<file path="config.mk">
export PLATFORM = sky130hd
export DESIGN_NAME = return_coin_controller
export DESIGN_NICKNAME = d
export VERILOG_FILES = /design/src/rtl/return_coin_controller.sv
export SDC_FILE = /design/constraint.sdc
export NUM_CORES = 1
export LEC_CHECK = 0
export ABC_AREA = 1
export CAP_MARGIN = 30
export CORE_UTILIZATION = 35
export DETAILED_ROUTE_END_ITERATION = 10
export GPL_TIMING_DRIVEN = 0
export PLACE_DENSITY = 0.63
export SLEW_MARGIN = 10
export SYNTH_ARGS = -nofsm -noshare
export SYNTH_HDL_FRONTEND = slang
export SYNTH_SLANG_ARGS = --single-unit
</file>
<file path="constraint.sdc">
create_clock -name clk -period 2.28 [get_ports clk]
set_clock_uncertainty 0.15 [all_clocks]
set_input_delay 0.456 -clock clk [delete_from_list [all_inputs] [get_ports clk]]
set_output_delay 0.456 -clock clk [all_outputs]
set_load 0.05 [all_outputs]
</file>
<file path="src/rtl/return_coin_controller.sv">
// Change-return front end: inactivity countdown plus greedy one-coin-per-cycle
// dispensing of the outstanding balance on timeout or customer request.
module return_coin_controller #(
  parameter int unsigned kTotalBits = 31,
  parameter int unsigned kNumCoins  = 3,
  parameter int unsigned kNumItems  = 4,
  parameter int unsigned kCoin0     = 100,
  parameter int unsigned kCoin1     = 500,
  parameter int unsigned kCoin2     = 1000,
  parameter int unsigned kWaitTime  = 10
) (
  input  logic                  clk,
  input  logic                  reset,
  input  logic [kNumCoins-1:0]  i_input_coin,
  input  logic [kNumItems-1:0]  i_output_item,
  input  logic                  i_trigger_return,
  input  logic [kTotalBits-1:0] current_total,
  output logic [kNumCoins-1:0]  o_return_coin,
  output logic [31:0]           o_wait_time,
  output logic                  o_returning
);

  localparam logic [kTotalBits-1:0] Coin0    = kTotalBits'(kCoin0);
  localparam logic [kTotalBits-1:0] Coin1    = kTotalBits'(kCoin1);
  localparam logic [kTotalBits-1:0] Coin2    = kTotalBits'(kCoin2);
  localparam logic [31:0]           WaitInit = 32'(kWaitTime);

  typedef enum logic [1:0] {StIdle, StCount, StReturn} state_e;

  state_e                  state_q, state_d;
  logic [kTotalBits-1:0]   rem_q, rem_d;
  logic [kNumCoins-1:0]    coin_d;
  logic [31:0]             wait_d;
  logic                    activity;

  assign activity    = (|i_input_coin) || (|i_output_item);
  assign o_returning = (state_q == StReturn);

  always_comb begin
    state_d = state_q;
    rem_d   = rem_q;
    wait_d  = o_wait_time;
    coin_d  = '0;
    unique case (state_q)
      StIdle: begin
        if (activity) begin
          state_d = StCount;
          wait_d  = WaitInit;
        end else if (i_trigger_return && (current_total >= Coin0)) begin
          state_d = StReturn;
          rem_d   = current_total;
        end
      end
      StCount: begin
        if (activity) begin
          wait_d = WaitInit;
        end else if (i_trigger_return || (o_wait_time == 32'd1)) begin
          wait_d = '0;
          if (current_total >= Coin0) begin
            state_d = StReturn;
            rem_d   = current_total;
          end else begin
            state_d = StIdle;
          end
        end else begin
          wait_d = o_wait_time - 32'd1;
        end
      end
      StReturn: begin
        // Greedy: largest coin that still fits; rem can never go negative.
        if (rem_q >= Coin2) begin
          coin_d[2] = 1'b1;
          rem_d     = rem_q - Coin2;
        end else if (rem_q >= Coin1) begin
          coin_d[1] = 1'b1;
          rem_d     = rem_q - Coin1;
        end else if (rem_q >= Coin0) begin
          coin_d[0] = 1'b1;
          rem_d     = rem_q - Coin0;
        end else begin
          state_d = StIdle;
        end
      end
      default: state_d = StIdle;
    endcase
  end

  always_ff @(posedge clk or posedge reset) begin
    if (reset) begin
      state_q       <= StIdle;
      rem_q         <= '0;
      o_return_coin <= '0;
      o_wait_time   <= '0;
    end else begin
      state_q       <= state_d;
      rem_q         <= rem_d;
      o_return_coin <= coin_d;
      o_wait_time   <= wait_d;
    end
  end

endmodule

</file>
# ---- Word level (Yosys, flattened, before mapping)
# Index checks and enable logic that the tools add are counted.
dict set report op_classes {
  addsub 4
  magnitude_cmp 4
  n_eq_ne 14
  muxes 28
  reduce_logical 11
}
# op n
set ops {}
lappend ops {{$mux 31} 8}
lappend ops {{$mux 32} 3}
lappend ops {{$pmux 31 s3} 1}
lappend ops {{$pmux 32 s2} 1}
lappend ops {{$ge 31x7->1 const B} 2}
lappend ops {{$eq 32x1->1 const B} 1}
lappend ops {{$sub 32x1->32 const B} 1}
lappend ops {{$ge 31x10->1 const B} 1}
lappend ops {{$ge 31x9->1 const B} 1}
lappend ops {{$sub 31x10->31 const B} 1}
lappend ops {{$sub 31x7->31 const B} 1}
lappend ops {{$sub 31x9->31 const B} 1}
lappend ops {{$mux 2} 9}
lappend ops {{$ne 2x2->1 const B} 9}
lappend ops {{$reduce_and 7->1} 1}
lappend ops {{$pmux 2 s3} 1}
lappend ops {{$reduce_and 6->1} 1}
lappend ops {{$mux 1} 4}
lappend ops {{$ne 4x1->1 const B} 1}
lappend ops {{$reduce_or 4->1} 1}
lappend ops {{$mux 3} 1}
lappend ops {{$ne 3x3->1 const B} 1}
lappend ops {{$reduce_bool 3->1} 1}
lappend ops {{$reduce_or 3->1} 1}
lappend ops {{other kinds (7)} 8}
dict set report word_totals {
  regBits 68
  input_bits 41
  out_inout_bits 36
}

# ---- Depth between registers and ports, before layout
# Gate-level depths: netlist (run 1).
dict set report logic_depth {
  depth_word 5
  depth_mapped 16
}

# ---- Worst setup path after synthesis (run 1)
# Ideal clock, no wire load.
dict set report synth_timing {
  kind {reg2reg}
  start {reg rem_q[3]}
  end {reg rem_q[10]}
  setup_ns 0.117
  arrival_ns 1.966
  required_time_ns 2.013
  setup_slack_ns 0.047
  stages_incl_launch_ff 15
  n_path_buf 1
  synth_period_minus_slack_ns 2.233
  cell_sequence {dfrtp_1 -> inv_1 -> ha_1 -> a21o_1 -> nand2_1 -> nand3_1 -> nor2_4 -> nand2_2 -> nand2_1 -> nand2_1 -> nand2_1 -> buf_2 -> nand3_1 -> nand2_1 -> nand2_1}
}
dict set report synth_via {
  elab_chain_len 5
  elab_cells_between_ends 12
}
# element line
set synth_lines {}
lappend synth_lines {{start, declared} 31} ;# logic [kTotalBits-1:0] rem_q, rem_d;
lappend synth_lines {{start signal, assigned} 96} ;# rem_q <= rem_d;
lappend synth_lines {{$sub 31x7->31} 79} ;# rem_d = rem_q - Coin0;
lappend synth_lines {{$mux 31} 77} ;# end else if (rem_q >= Coin0) begin
lappend synth_lines {{$mux 31} 74} ;# end else if (rem_q >= Coin1) begin
lappend synth_lines {{$mux 31} 71} ;# if (rem_q >= Coin2) begin
lappend synth_lines {{$pmux 31 s3} 44} ;# unique case (state_q)
# Several ways; a longest one is shown, not always the timed one. The select of a mux whose other input is x is not followed.
# A chain may end at the register's enable or synchronous reset.

# ---- Worst setup path after layout (run 1)
dict set report layout_timing {
  start {reg rem_q[4]}
  end {reg rem_q[9]}
}
# The elaborated chain is that of the path after synthesis.

==> flow_summary.yaml, run 1 <==
status:
  status: "complete, but fails checks"
  violations: "DRC"
route:
  drtIter0Drc: 396
  finalWirelength_um: 16500
  postRouteAntennaNets: 0
  vias: 5767
  remaining_drc_errors: 7
  top_layer_used: "met4"
  via_per_inst: 4.91
  dr.pass1.iters: 10
  route.met3.wl_um: 828
  drt-wirelength-per-cell_um: 14.1
  route.met2.wl_um: 8060
  m1WireLength_um: 7330
sta:
  min_period_over_period: 0.979
  rsz0062_at_grt: "true"
  finalHoldViolCount: 0
  slew_headroom: 0.617
  finalCriticalPeriod_ns: 2.23
  report.final.slew_viol_count: 0
  clock.fmax_ghz: 0.448
  setup_viol_count_final: 0
  fin_tns_setup_ns: 0
  worst_slew_pin_slew_ns: 0.574
worst_setup_path:
  arrival_ns: 2.32
  rr_worst_depth: 16
  crit_path_end: "rem_q[9]"
  critPathRequiredTime_ns: 2.37
  critical_path_class: "register to register"
  path_max_fanout: 7
  critPathLaunchType: "register"
  end_kind: "register"
  r2r-end: "rem_q[9]"
  crit_start: "rem_q[4]"
  reg2reg_slack_ns: 0.05
  rr_startpoint: "rem_q[4]"
final_layout:
  fill_cells: 1451
  final_cell_mix: "nand2_1, nor2_1, clkdlybuf4s50_1"
  finalNetCount: 1036
  syn2layout_area_growth_pct: 41.4
  layout_commonest_cell: "nand2_1"
  drive_above_1_share: 0.222
  final_cell_area_um2: 7520
  n_antenna_cell: 0
synth:
  synth_area_um2: 5320
  synthDistinctLibCells: 35
  synth_warnings: 0
  ys_ff_latch: 68
  synth_cells: 859
  syn_nets: 909
  avgSynthCellArea_um2: 6.19
  ys_seq_area_frac: 0.320
die:
  die_w_um: 125
  fp-row-count: 44
  die_h_um: 125
  num_io_pins: 77
  start_util: 0.362
  core_um2: 14700
  die-area_um2: 15700
cts:
  cts_tree: "done"
  insertion_delay_ns: 0.35
  numCtsBuffers: 9
  cts_buffer_depth: 2
  root_buffer: "clkbuf_16"
  cts.htree.levels: 3
  clk_pin_slew_ns: 0.06
  clock-sinks: 68
placement:
  dpl_cell_area_um2: 6360
  dp_hpwl_um: 11900
  gp_congestion: 0.906
  port_buffers: 76
grt:
  grt_pass1_vias: 5382
  grt.total_usage: 0.211
  antenna_found_initial: 0
  grt_overflow: 0
  grt_pass1_wl_um: 26200
  grt_max_degree: 31
pwr:
  leakagePower_nw: 3.54
  irDropWorstVdd_uv: 538
  p_per_area_nw_per_um2: 966
job:
  max_cap_violations: 0
worst_hold_path:
  min_path_type: "primary input to async pin"
cells in the mapped netlist:
cell	n	area (um^2)
or2_2	2	12.5
o21ai_1	3	15.0
a21oi_1	8	40.0
ha_1	9	113
and2_1	2	12.5
buf_4	1	7.51
nor4_1	2	12.5
inv_2	5	18.8
nand2_1	262	983
a31oi_1	1	6.26
xor2_1	30	263
clkbuf_1	8	30.0
dfrtp_1	68	1700
nand3b_1	1	7.51
nor3_1	15	75.1
xnor2_1	15	131
o21a_1	3	22.5
nand4_1	12	75.1
nor2_1	211	792
a21o_1	1	7.51
buf_2	10	50.1
nor3_2	1	10.0
nor2_2	6	37.5
o21ai_0	22	110
buf_6	3	33.8
nand3_2	3	30.0
clkinv_1	1	3.75
nand2_2	7	43.8
nand3_1	58	290
nor3b_1	5	37.5
buf_1	2	7.51
inv_1	77	289
o211ai_1	1	7.51
nor2_4	3	33.8
o22ai_1	1	6.26
critical path: stages, from the launching register on:
cell       delay, ns
dfrtp_2         0.46
inv_4           0.07
ha_2            0.17
nand2_1         0.09
nand2_2         0.07
nand2_2         0.09
nand2_1         0.06
nor2_2          0.12
inv_2           0.07
nor2_4          0.10
nand2_2         0.09
nand3_4         0.11
buf_12          0.15
clkbuf_16       0.16
nor2_1          0.04
nand2_1         0.05
nand2_1         0.05
worst min path at each step:
stage	startpoint	end	depth (start not counted)
CTS	reset	o_wait_time[11]	2
detailed placement	rem_q[1]	rem_q[1]	2
global placement	rem_q[0]	rem_q[0]	2
finish	reset	o_wait_time[11]	2
floorplan	rem_q[1]	rem_q[1]	2
global route	reset	o_wait_time[11]	2
per-layer routing:
metal / GRT usage / up-vias
met1: 0.265 / 2643
met5: 0 / -
li1: - / 2924
met2: 0.361 / 174
met4: 0.0638 / 0
met3: 0.0454 / 26
flip-flops by register name, indices dropped and copies added, names as in the netlist:
signal and flops:
state_q 2, rem_q 31, o_wait_time 32, o_return_coin 3
layout make-up:
cell class	count	area [um^2]	area share
flip-flops and latches	68	1730	0.230
inverters	83	328	0.0436
clock buffers	11	243	0.0323
repair buffers	116	1180	0.157
plain buffers	23	204	0.0271
clock inverters	5	36.3	0.00482
multi-input cells	685	3570	0.475
well taps	184	230	0.0306
power breakdown:
group | leakage (nW) | internal, mW | switching [mW] | total, mW
logic | 2.55 | 1.61 | 2.35 | 3.97
registers | 0.857 | 1.53 | 0.429 | 1.95
clock network | 0.128 | 0.768 | 0.575 | 1.34
logic make-up (layout without fill, tap and decap cells):
logic type	count (synthesis)	count (layout)	synth area share
and+or+nand+nor	590	591	0.461
buffers and inverters	107	238	0.0828
DFF	68	68	0.320
xor gates and xnor gates	45	45	0.0741
AOI/OAI and AO/OA	40	40	0.0405
adders and majority gates	9	9	0.0212
stage by stage:
step            util  cells  total power [mW]  setup slack (ns)  hold WS, ns
4_1_cts        0.466   1150              6.48          0.000900        0.345
2_1_floorplan      -    859              4.10            0.0466        0.304
5_1_grt        0.512   1175              7.82           -0.0774        0.357
6_report       0.512   1175              7.27            0.0472        0.326
3_3_place_gp   0.429   1119              4.83            -0.888        0.334
3_5_place_dp   0.433   1121              4.89            -0.875        0.333
repair_timing:
item,4_1_cts,5_1_grt
setup endpoints to repair,49,59
setup buffers,12,23
hold buffers,0,0
gates resized for setup,52,142
gates cloned,1,4
pin swaps,6,33
Power figures use the tool's default switching activity.
==> inputs of run 2 (changes only) <==
--- a/config.mk
+++ b/config.mk
@@ -7,10 +7,11 @@
 export LEC_CHECK = 0
 export ABC_AREA = 1
 export CAP_MARGIN = 30
-export CORE_UTILIZATION = 35
+export CORE_UTILIZATION = 50
 export DETAILED_ROUTE_END_ITERATION = 10
 export GPL_TIMING_DRIVEN = 0
-export PLACE_DENSITY = 0.63
+export PLACE_DENSITY = 0.82
+export SETUP_SLACK_MARGIN = 0.5
 export SLEW_MARGIN = 10
 export SYNTH_ARGS = -nofsm -noshare
 export SYNTH_HDL_FRONTEND = slang
==> run 2 against run 1 <==
  * The flow finishes with violations (setup timing)
  * Sequential cell count stayed put
  * Combinational power grew 38%
  * Routed wire length increased by 63%
  * Highest routed layer is now met5
==> flow_summary.yaml, run 2 (synthesized netlist as in run 1, its figures left out) <==
cts:
  insertion_delay_ns: 0.40
  root_buffer: "clkbuf_8"
  hold_buffers: 0
  cts.htree.levels: 3
  numCtsBuffers: 9
  clk_pin_slew_ns: 0.10
  cts_buffer_depth: 2
  clock-sinks: 68
  cts_tree: "done"
worst_setup_path:
  rr_startpoint: "rem_q[27]"
  arrival_ns: 2.76
  r2r-end: "rem_q[5]"
  rr_worst_depth: 14
  critical_path_class: "register to register"
  reg2reg_slack_ns: -0.30
  critPathRequiredTime_ns: 2.46
  end_kind: "register"
  path_max_fanout: 7
  critPathLaunchType: "register"
final_layout:
  layout_commonest_cell: "nand2_1"
  reg_top3: "o_wait_time x32, rem_q x31, o_return_coin x3"
  syn2layout_area_growth_pct: 66.0
  final_cell_mix: "nand2_1, nor2_1, buf_4"
  final_cell_area_um2: 8830
  stdcell_count: 1198
  drive_above_1_share: 0.449
  fill_cells: 508
  regMostFlops: "o_wait_time"
  finalNetCount: 1106
  largest_reg_flops: 32
pwr:
  p_sw_mw: 4.35
  p_per_area_nw_per_um2: 960
  power.share.clock: 0.122
  irDropWorstVdd_uv: 674
  p_sw_frac: 0.513
  intPower_mw: 4.12
  p_comb_frac: 0.645
  leakagePower_nw: 4.22
  seqPwrFrac: 0.233
worst_hold_path:
  min_to: "rem_q[9]"
  hold_start: "current_total[9]"
  min_path_type: "primary input to register"
  min_path_cells: 5
route:
  remaining_drc_errors: 0
  postRouteAntennaNets: 0
  finalWirelength_um: 26900
  drt-wirelength-per-cell_um: 22.5
  drtIter0Drc: 1393
  via_per_inst: 6.33
  dr.pass1.iters: 9
  vias: 7582
sta:
  report.final.slew_viol_count: 0
  rsz0062_at_grt: "true"
  slew_headroom: 0.324
  clock.fmax_ghz: 0.387
  min_period_over_period: 1.13
  finalCriticalPeriod_ns: 2.58
  finalHoldViolCount: 0
  setup_viol_count_final: 34
  setup_slack_ns: -0.305
  fin_hold_ws_ns: 0.285
  worst_slew_pin_slew_ns: 1.01
placement:
  dp_hpwl_um: 11400
  dp.cells: 1072
  gp_congestion: 0.926
  port_buffers: 76
  dpl_cell_area_um2: 6560
die:
  fp-row-count: 37
  die-area_um2: 11100
  num_io_pins: 77
  die_w_um: 105
  start_util: 0.515
  die_h_um: 105
  core_um2: 10300
grt:
  antenna_found_initial: 2
  grt_pass1_vias: 5962
  grt_overflow: 0
  grt_pass1_wl_um: 27900
  grt_max_degree: 37
  grt.total_usage: 0.322
status:
  status: "complete, but fails checks"
  violations: "setup timing"
job:
  max_cap_violations: 0
## run 2: changes by cell type in the layout (fill, tap and decap cells not counted), sizes merged, moves of 2 or more
cell           before  now
clkdlybuf4s50      70   19
clkinv              1    4
dlymetal6s2s        4   18
clkdlybuf4s15       0    8
dlygate4sd2         1    3
buf                50  148
clkbuf             25   23
## run 2: worst max-delay path: stages (launching register included)
cell and delay, ns:
dfrtp_1 0.46, inv_1 0.14, nand2_2 0.09, nor2_2 0.15, buf_4 0.14, nand4_1 0.19, nor2_2 0.21, nor2_4 0.06
nand2_2 0.09, nand3_4 0.16, buf_12 0.21, buf_8 0.14, nor2_2 0.11, nand2_1 0.10, nand2_1 0.10
## run 2: per-layer routing
metal  GRT usage  up-vias  part of all wire
met5           0        -           0.00048
met4       0.186        2              0.11
met2       0.548      796              0.44
met1       0.379     3368              0.32
met3      0.0580      357              0.13
li1            -     3059                 -
## run 2: worst max path at each step
| stage | start | to | slack [ns] | cells after the start |
|---|---|---|---|---|
| finish | rem_q[27] | rem_q[5] | -0.30 | 14 |
| global route | state_q[1] | o_wait_time[6] | -0.40 | 10 |
| CTS | rem_q[3] | rem_q[2] | 0.06 | 14 |
| detailed placement | state_q[1] | o_returning | -0.63 | 5 |
| global placement | state_q[0] | o_returning | -0.62 | 4 |
| floorplan | rem_q[3] | rem_q[12] | 0.21 | 14 |
## run 2: cell type report
type / count / area (um^2) / share of cell area
Multi-Input combinational cell: 684 / 4350 / 0.492
Sequential cell: 68 / 1750 / 0.199
Timing Repair Buffer: 185 / 1730 / 0.196
Inverter: 83 / 357 / 0.0404
Buffer: 24 / 273 / 0.0309
Tap cell: 136 / 170 / 0.0193
Clock buffer: 11 / 141 / 0.0160
Clock inverter: 5 / 36.3 / 0.00411
Timing Repair inverter: 1 / 16.3 / 0.00184
Antenna cell: 1 / 2.50 / 0.000283
## run 2: repair_timing
item | CTS | global route
cloned | 3 | 7
setup endpoints to repair | 100 | 81
pin swaps | 31 | 86
setup buffers | 47 | 52
resized for setup | 247 | 294
## run 2: power groups by stage
stage | clock (mW) | combinational [mW] | sequential [mW]
4_1_cts | 0.976 | 3.96 | 1.86
3_5_place_dp | 0 | 3.17 | 1.86
2_1_floorplan | 0 | 2.46 | 1.78
3_3_place_gp | 0 | 3.11 | 1.86
5_1_grt | 1.04 | 5.77 | 1.99
6_report | 1.03 | 5.47 | 1.97
## run 2: metrics by stage
step                      power [mW]   util  setup TNS [ns]  worst slack, ns
after floorplan                 4.24      -               0            0.212
after global routing            8.81  0.855           -8.88           -0.402
after detailed placement        5.03  0.636          -14.80           -0.630
after global placement          4.97  0.634          -13.43           -0.621
final                           8.47  0.855           -5.61           -0.305
after CTS                       6.80  0.723               0           0.0553
==> inputs of run 3 (changes only) <==
--- a/config.mk
+++ b/config.mk
@@ -10,6 +10,7 @@
 export CORE_UTILIZATION = 50
 export DETAILED_ROUTE_END_ITERATION = 10
 export GPL_TIMING_DRIVEN = 0
+export MAX_ROUTING_LAYER = met4
 export PLACE_DENSITY = 0.82
 export SETUP_SLACK_MARGIN = 0.5
 export SLEW_MARGIN = 10
==> run 3 against run 2 <==
  * The flow still finishes with violations (setup timing)
  * Non-clock buffer count decreased by 3
  * Register-to-register slack better by 0.09 ns
  * Largest power group unchanged
  * Routed wire length fell by 11%
==> flow_summary.yaml, run 3 (synthesized netlist as in run 1, its figures left out) <==
worst_setup_path:
  r2r-end: "rem_q[25]"
  end_kind: "register"
  critPathTopFamily: "simple AND/OR/NAND/NOR gates"
  critPathLaunchType: "register"
  critPathRequiredTime_ns: 2.46
  path_max_fanout: 5
  cp_cell_sequence: "nor2_4 -> nand2_1 -> nor2_2 -> nand2_2 -> o21ai_4 -> nand2_1 -> nand2_2 -> nand3_4 -> buf_4 -> bufbuf_16 -> nor2_1 -> nand2_1 -> nand2_1"
  rr_worst_depth: 13
  path_buf_inv: 2
  critical_path_class: "register to register"
  reg2reg_slack_ns: -0.22
  rr_startpoint: "o_wait_time[4]"
  cpMaxStageDelayCell: "dfrtp_2"
  cpMostUsedCell: "nand2_1"
  slowest_delay_ns: 0.49
  arrival_ns: 2.68
status:
  violations: "setup timing"
  status: "complete, but fails checks"
final_layout:
  register_area_um2: 1760
  final_cell_mix: "nand2_1, nor2_1, buf_4"
  regMostFlops: "o_wait_time"
  final_cell_area_um2: 8500
  multi_input_area_um2: 4180
  layout_commonest_cell: "nand2_1"
  fill_cells: 565
  n_antenna_cell: 0
  drive_above_1_share: 0.438
  reg_top3: "o_wait_time x32, rem_q x31, o_return_coin x3"
  stdcell_count: 1195
  syn2layout_area_growth_pct: 59.8
  largest_reg_flops: 32
  finalNetCount: 1104
die:
  die-area_um2: 11100
  die_h_um: 105
  die_w_um: 105
  fp-row-count: 37
  core_um2: 10300
  num_io_pins: 77
  start_util: 0.515
placement:
  port_buffers: 76
  dp_hpwl_um: 11400
  dpl_cell_area_um2: 6590
  gp_congestion: 0.940
  dp.cells: 1073
cts:
  cts_tree: "done"
  root_buffer: "clkbuf_8"
  cts_buffer_depth: 2
  numCtsBuffers: 9
  hold_buffers: 0
  insertion_delay_ns: 0.39
  clock-sinks: 68
  cts.htree.levels: 3
  clk_pin_slew_ns: 0.10
grt:
  grt_overflow: 0
  antenna_found_initial: 0
  grt_pass1_wl_um: 29000
  grt_max_degree: 32
  grt_pass1_vias: 6211
  grt.total_usage: 0.344
route:
  remaining_drc_errors: 0
  postRouteAntennaNets: 0
  drt-wirelength-per-cell_um: 20.0
  vias: 7091
  finalWirelength_um: 23900
  drtIter0Drc: 869
  dr.pass1.iters: 7
  via_per_inst: 5.93
worst_hold_path:
  min_to: "rem_q[7]"
  min_path_cells: 5
  hold_start: "current_total[7]"
  min_path_type: "primary input to register"
sta:
  slew_headroom: 0.543
  finalCriticalPeriod_ns: 2.50
  setup_viol_count_final: 32
  clock.fmax_ghz: 0.401
  fin_tns_setup_ns: -4.43
  finalHoldViolCount: 0
  rsz0062_at_grt: "true"
  report.final.slew_viol_count: 0
  min_period_over_period: 1.09
  worst_slew_pin_slew_ns: 0.685
  fin_hold_ws_ns: 0.246
  setup_slack_ns: -0.215
pwr:
  leakagePower_nw: 4.11
  p_per_area_nw_per_um2: 957
  irDropWorstVdd_uv: 551
job:
  max_cap_violations: 0
-- run 3: cell count changes in the layout (fill, tap and decap cells not counted), moves of 10 or more --
cell,previous run,this run
nor2_2,45,35
nor2_1,120,137
nand2_1,213,223
dlymetal6s2s_1,18,7
clkdlybuf4s50_1,19,3
buf_2,23,46
-- run 3: metal layers --
| metal | routed length (um) | GRT usage | vias up |
|---|---|---|---|
| met5 | 0 | - | - |
| met4 | 1990 | 0.190 | 0 |
| met3 | 2580 | 0.0505 | 218 |
| met2 | 11100 | 0.570 | 606 |
| met1 | 8300 | 0.402 | 3220 |
| li1 | - | - | 3047 |
-- run 3: power breakdown --
part           switching (mW)  leakage, nW  total (mW)  internal [mW]
clock network           0.604        0.110        1.23          0.622
registers               0.428        0.821        1.95           1.52
logic                    2.94         3.17        4.95           2.01
-- run 3: tightest hold or removal path, cell delays in order --
cell     delay [ns]
buf_6          0.08
nor2_1         0.04
nor2_1         0.09
nand2_1        0.05
nand2_1        0.04
-- run 3: worst max path at each step --
stage,cells after the start,startpoint,to
final,13,o_wait_time[4],rem_q[25]
after floorplan,14,rem_q[3],rem_q[12]
after detailed placement,5,state_q[1],o_returning
after global placement,5,state_q[1],o_returning
after global routing,13,o_wait_time[4],rem_q[27]
after CTS,4,state_q[0],o_returning
-- run 3: final cells by class --
| cell class | instances | area share |
|---|---|---|
| Buffer | 24 | 0.0302 |
| Clock buffer | 9 | 0.0146 |
| Clock inverter | 7 | 0.0116 |
| Inverter | 83 | 0.0408 |
| Multi-Input combinational cell | 685 | 0.492 |
| Sequential cell | 68 | 0.207 |
| Tap cell | 136 | 0.0200 |
| Timing Repair Buffer | 182 | 0.183 |
| Timing Repair inverter | 1 | 0.00133 |
-- run 3: metrics by stage --
stage | power [mW] | utilization | setup WS (ns)
after floorplan | 4.24 | - | 0.212
after global placement | 4.98 | 0.634 | -0.625
after detailed placement | 5.03 | 0.638 | -0.609
after CTS | 7.19 | 0.737 | 0.0482
after global routing | 8.52 | 0.823 | -0.305
final | 8.13 | 0.823 | -0.215
-- run 3: repair_timing --
item                                    CTS  global route
endpoints found under the setup margin  100            83
buffers inserted                         59            40
pin swaps                                37            47
resized for setup                       371           206
cloned                                    4             3
